### src/rtl/bure_mem_arbiter.sv
// rtl/bure_mem_arbiter.sv - fetch/data arbiter onto a single memory port with starvation guard and read timeout
module bure_mem_arbiter #(
    parameter int DATA_WIDTH   = 32,
    parameter int ADDR_WIDTH   = 32,
    parameter int STARVE_LIMIT = 4,
    parameter int TIMEOUT      = 16
) (
    input  logic                  i_clk,
    input  logic                  i_rst,
    input  logic                  i_if_req,
    input  logic [ADDR_WIDTH-1:0] i_if_addr,
    output logic                  o_if_gnt,
    output logic                  o_if_rvalid,
    output logic [DATA_WIDTH-1:0] o_if_rdata,
    input  logic                  i_d_req,
    input  logic                  i_d_we,
    input  logic [ADDR_WIDTH-1:0] i_d_addr,
    input  logic [DATA_WIDTH-1:0] i_d_wdata,
    output logic                  o_d_gnt,
    output logic                  o_d_rvalid,
    output logic [DATA_WIDTH-1:0] o_d_rdata,
    output logic                  o_mem_ren,
    output logic [ADDR_WIDTH-1:0] o_mem_raddr,
    output logic                  o_mem_wen,
    output logic                  o_mem_wdata_valid,
    output logic [ADDR_WIDTH-1:0] o_mem_waddr,
    output logic [DATA_WIDTH-1:0] o_mem_wdata,
    input  logic                  i_mem_rdata_valid,
    input  logic [DATA_WIDTH-1:0] i_mem_rdata,
    output logic                  o_timeout
);

    typedef enum logic [1:0] {
        IDLE    = 2'd0,
        ISSUE   = 2'd1,
        WAIT_RD = 2'd2
    } state_t;

    localparam logic [3:0] STARVE_MAX = 4'(STARVE_LIMIT);
    localparam logic [7:0] TMO_LAST   = 8'(TIMEOUT - 1);

    state_t                state, state_nxt;
    logic [3:0]            starve_cnt, starve_nxt;
    logic [7:0]            tmo_cnt, tmo_nxt;
    logic                  owner_d, owner_d_nxt;
    logic                  pick_if;
    logic                  if_gnt_nxt, d_gnt_nxt, ren_nxt, wen_nxt;
    logic                  if_rvalid_nxt, d_rvalid_nxt, timeout_nxt;
    logic [ADDR_WIDTH-1:0] raddr_nxt, waddr_nxt;
    logic [DATA_WIDTH-1:0] wdata_nxt, if_rdata_nxt, d_rdata_nxt;

    // Write data valid is by definition the write strobe itself.
    assign o_mem_wdata_valid = o_mem_wen;

    // State register.
    always_ff @(posedge i_clk or posedge i_rst) begin
        if (i_rst) state <= IDLE;
        else       state <= state_nxt;
    end

    // Next state, counters and next values of every registered output.
    always_comb begin
        state_nxt     = state;
        starve_nxt    = starve_cnt;
        tmo_nxt       = tmo_cnt;
        owner_d_nxt   = owner_d;
        if_gnt_nxt    = 1'b0;
        d_gnt_nxt     = 1'b0;
        ren_nxt       = 1'b0;
        wen_nxt       = 1'b0;
        if_rvalid_nxt = 1'b0;
        d_rvalid_nxt  = 1'b0;
        timeout_nxt   = 1'b0;
        raddr_nxt     = o_mem_raddr;
        waddr_nxt     = o_mem_waddr;
        wdata_nxt     = o_mem_wdata;
        if_rdata_nxt  = o_if_rdata;
        d_rdata_nxt   = o_d_rdata;
        // Data has priority unless fetch has been passed over too many times.
        pick_if       = i_if_req && (!i_d_req || (starve_cnt == STARVE_MAX));
        case (state)
            IDLE: begin
                if (!i_if_req) starve_nxt = 4'd0;
                if (i_if_req || i_d_req) begin
                    state_nxt = ISSUE;
                    if (pick_if) begin
                        owner_d_nxt = 1'b0;
                        if_gnt_nxt  = 1'b1;
                        ren_nxt     = 1'b1;
                        raddr_nxt   = i_if_addr;
                        starve_nxt  = 4'd0;
                    end else begin
                        owner_d_nxt = 1'b1;
                        d_gnt_nxt   = 1'b1;
                        if (i_if_req && (starve_cnt != STARVE_MAX))
                            starve_nxt = starve_cnt + 4'd1;
                        if (i_d_we) begin
                            wen_nxt   = 1'b1;
                            waddr_nxt = i_d_addr;
                            wdata_nxt = i_d_wdata;
                        end else begin
                            ren_nxt   = 1'b1;
                            raddr_nxt = i_d_addr;
                        end
                    end
                end
            end
            ISSUE: begin
                tmo_nxt   = 8'd0;
                state_nxt = o_mem_wen ? IDLE : WAIT_RD;
            end
            WAIT_RD: begin
                // A response on the timeout edge still counts as a real response.
                if (i_mem_rdata_valid) begin
                    state_nxt = IDLE;
                    if (owner_d) begin
                        d_rvalid_nxt = 1'b1;
                        d_rdata_nxt  = i_mem_rdata;
                    end else begin
                        if_rvalid_nxt = 1'b1;
                        if_rdata_nxt  = i_mem_rdata;
                    end
                end else if (tmo_cnt == TMO_LAST) begin
                    state_nxt   = IDLE;
                    timeout_nxt = 1'b1;
                    if (owner_d) begin
                        d_rvalid_nxt = 1'b1;
                        d_rdata_nxt  = '0;
                    end else begin
                        if_rvalid_nxt = 1'b1;
                        if_rdata_nxt  = '0;
                    end
                end else begin
                    tmo_nxt = tmo_cnt + 8'd1;
                end
            end
            default: state_nxt = IDLE;
        endcase
    end

    // Counters, transaction owner and all registered outputs.
    always_ff @(posedge i_clk or posedge i_rst) begin
        if (i_rst) begin
            starve_cnt  <= 4'd0;
            tmo_cnt     <= 8'd0;
            owner_d     <= 1'b0;
            o_if_gnt    <= 1'b0;
            o_d_gnt     <= 1'b0;
            o_mem_ren   <= 1'b0;
            o_mem_wen   <= 1'b0;
            o_if_rvalid <= 1'b0;
            o_d_rvalid  <= 1'b0;
            o_timeout   <= 1'b0;
            o_mem_raddr <= '0;
            o_mem_waddr <= '0;
            o_mem_wdata <= '0;
            o_if_rdata  <= '0;
            o_d_rdata   <= '0;
        end else begin
            starve_cnt  <= starve_nxt;
            tmo_cnt     <= tmo_nxt;
            owner_d     <= owner_d_nxt;
            o_if_gnt    <= if_gnt_nxt;
            o_d_gnt     <= d_gnt_nxt;
            o_mem_ren   <= ren_nxt;
            o_mem_wen   <= wen_nxt;
            o_if_rvalid <= if_rvalid_nxt;
            o_d_rvalid  <= d_rvalid_nxt;
            o_timeout   <= timeout_nxt;
            o_mem_raddr <= raddr_nxt;
            o_mem_waddr <= waddr_nxt;
            o_mem_wdata <= wdata_nxt;
            o_if_rdata  <= if_rdata_nxt;
            o_d_rdata   <= d_rdata_nxt;
        end
    end

endmodule

### config.mk
export PLATFORM = sky130hd
export DESIGN_NAME = bure_mem_arbiter
export DESIGN_NICKNAME = d
export VERILOG_FILES = /design/src/rtl/bure_mem_arbiter.sv
export SDC_FILE = /design/constraint.sdc
export NUM_CORES = 1
export LEC_CHECK = 0
export BUFFER_PORTS_ARGS = -buffer_cell sky130_fd_sc_hd__buf_2
export CELL_PAD_IN_SITES_DETAIL_PLACEMENT = 2
export CELL_PAD_IN_SITES_GLOBAL_PLACEMENT = 2
export CORE_AREA = 2 2 162 164
export CTS_BUF_LIST = sky130_fd_sc_hd__clkbuf_4 sky130_fd_sc_hd__clkbuf_8
export DETAILED_ROUTE_END_ITERATION = 12
export DIE_AREA = 0 0 164 166
export PLACE_DENSITY = 0.88
export SLEW_MARGIN = 10
export SYNTH_ARGS = -nofsm -noshare
export SYNTH_HDL_FRONTEND = slang
export SYNTH_SLANG_ARGS = --single-unit
### constraint.sdc
create_clock -name i_clk -period 8.2 [get_ports i_clk]
set_input_delay 1.23 -clock i_clk [delete_from_list [all_inputs] [get_ports i_clk]]
set_output_delay 1.23 -clock i_clk [all_outputs]
set_load 0.02 [all_outputs]
==> results.toml <==
[status]
outcome = "finished, final reports clean"

[run]
cap_violations = 0

[clock_tree]
cts_resized = 0
clkLatencyLatePin_ns = 0.46
cts_root_buffer = "clkbuf_8"
cts_tree = "yes"
numCtsBuffers = 17
clockBufferDepth = 2
holdBufCountCts = 0
htree_levels = 4
cts_sinks = 182
path_clk_slew_ns = 0.10
postCtsSetupBuffers = 0

[setup_path]
path_class = "input port to register"
cp.arrival_ns = 2.97
crit_path_start_kind = "input port"
end_kind = "register"
required_ns = 8.54
path_max_fanout = 62

[logic_synthesis]
synthAdderAreaFrac = 0.00612
synth_edf_count = 0
synth_mux_area_frac = 0.0943
syn_inst = 652
synth_most_common_cell = "dfrtp_1"
synth_seq_cells = 182
synth_top_family_by_area = "compound AO/OA/AOI/OAI gates"
async_flop_share = 1.00
synth_xor_area_frac = 0
ys_seq_area_frac = 0.587
synth_nets = 789
netlist.area_leader.share = 0.587
ys.flop_type = "dfrtp_1"
synth_compound_area_frac = 0.176
yosys.area_share.simple = 0.0723
synth_area_leaders = "dfrtp_1 59%, mux2_2 7.4%, a22oi_1 6.0%, o221a_2 4.6%, o21ai_0 3.7%"
yosys-top-cells-count = "182 x dfrtp_1, 72 x inv_1, 62 x a22oi_1, 58 x o21ai_0, 51 x mux2_2"
synth.distinct_cells = 51
avgSynthCellArea_sq_um = 11.9
yosys_warnings = 0
netlist_area_sq_mm = 0.00776
synth_top_cell_by_area = "dfrtp_1"

[global_routing]
grt_max_degree = 113
grt_pass1_wl_microns = 43900
grt_pass1_vias = 7442
grt-ovfl-total = 0
grtUsageTotal = 0.209
antenna_found_initial = 13

[detailed_routing]
ant_nets = 0
wl_per_cell_microns = 22.0
via_per_inst = 5.16
dr.pass1.iters = 4
vias = 6667
wirelength_microns = 28400
drtIter0Drc = 322
drc = 0

[finish]
nNetsFinal = 1066
stdcell_count = 1291
drive_above_1_share = 0.458
area_delta_synth_final_pct = 28.7

[pwr]
vdd.ir_drop.worst_uv = 136
power_density_mw_per_mm2 = 386
p_leak_uw = 0.00486
power_uw = 3850

[placement]
globalplace.congestion = 0.817
hpwl_microns = 20000
dp_cells = 1245
post-place-ws_ns = 5.00
port_buffers = 301

[sta]
min_period_ns = 2.63
slew_headroom = 0.193
fmax_mhz = 380
setup_tns_ns = 0
hold_viol_final = 0
slew_violations = 0
period_share = 0.321
fin_ws_ns = 5.57
clock_skew_ns = 0.0210
whs_ns = 0.494
rsz0062_at_grt = "no"
setup_viol = 0
tightest_slew_ns = 1.21

[floorplanning]
die_w_microns = 164
start_util = 0.303
rows = 59
die_h_microns = 166
dieArea_sq_mm = 0.0272
ioPinCount = 302
core_region_area_sq_mm = 0.0256

[min_path]
hold_path_class = "register to register"
[worst max-delay path, stage by stage]
cell and delay [ns]:
buf_2 0.13, nand4b_1 0.20, nand4_1 0.25, buf_4 0.68, mux2_2 0.41
[cells by family after synthesis]
family                   after synthesis
AO/OA/AOI/OAI                        190
flip-flops                           182
buffers and inverters                124
AND/OR/NAND/NOR                       87
multiplexers                          65
adder cells (fa/ha/maj)                4
[state kept, by name, indices dropped and copies added (netlist names)]
name,cells
o_d_gnt,1
o_timeout,1
o_if_rvalid,1
starve_cnt,4
o_mem_ren,1
o_d_rdata,32
owner_d,1
o_mem_wdata,32
o_mem_waddr,32
o_mem_raddr,32
o_mem_wdata_valid,1
o_if_rdata,32
tmo_cnt,8
o_d_rvalid,1
o_if_gnt,1
state,2
[layer usage]
| layer | vias to the layer above | part of all wire | track usage |
|---|---|---|---|
| li1 | 2923 | - | - |
| met1 | 3497 | 0.38 | 0.238 |
| met2 | 182 | 0.54 | 0.365 |
| met3 | 65 | 0.039 | 0.0435 |
| met4 | 0 | 0.044 | 0.114 |
| met5 | - | 0 | 0 |
[cell usage in the layout, fill, tap and decap left out, types with 5 or more instances in the layout]
cell        n
or3_1      32
a22oi_1    62
clkbuf_8   18
o221a_2    32
inv_1      71
o21ai_1     8
nand3_1     5
dfrtp_1   182
a21oi_1    11
mux2_1     14
nand4_1     6
diode_2    14
buf_4       9
o21ai_0    58
mux2_2     51
nand2_1     6
buf_2     301
[report_power, final]
group | switching (uW) | total (uW) | internal, uW
sequential | 261 | 1520 | 1260
combinational | 1040 | 1710 | 664
clock | 359 | 626 | 267
[metrics by stage]
step	util	instance area, sq um
detailed placement	0.373	9550
global placement	0.373	9550
floorplan	-	7760
CTS	0.389	9960
global route	0.390	9990
finish	0.390	9990
[worst paths after layout]
| check | start | endpoint | slack, ns | cells past startpoint |
|---|---|---|---|---|
| setup reg to reg | state[0]$_DFFE_PP0P_ | o_mem_wdata[21]$_DFFE_PP0P_ | 5.67 | 4 |
| hold reg to reg | o_mem_wdata[29]$_DFFE_PP0P_ | o_mem_wdata[29]$_DFFE_PP0P_ | 0.49 | 1 |
| max in group asynchronous | i_rst | o_mem_waddr[12]$_DFFE_PP0P_ | 5.60 | 3 |
| setup / recovery | i_if_req | o_mem_wdata[21]$_DFFE_PP0P_ | 5.57 | 5 |
| hold / removal | o_mem_wdata[29]$_DFFE_PP0P_ | o_mem_wdata[29]$_DFFE_PP0P_ | 0.49 | 1 |
| min in group asynchronous | i_rst | o_d_rdata[30]$_DFFE_PP0P_ | 1.03 | 2 |
[area by class of cell]
cell class	instances	area, sq um
well taps	335	419
inverters	72	275
multi-input cells	346	2730
repair buffers	310	1570
flip-flops and latches	182	4550
clock buffers	20	263
clock inverters	12	141
diodes	14	35.0
fillers	2767	15600
Power figures use the tool's default switching activity.
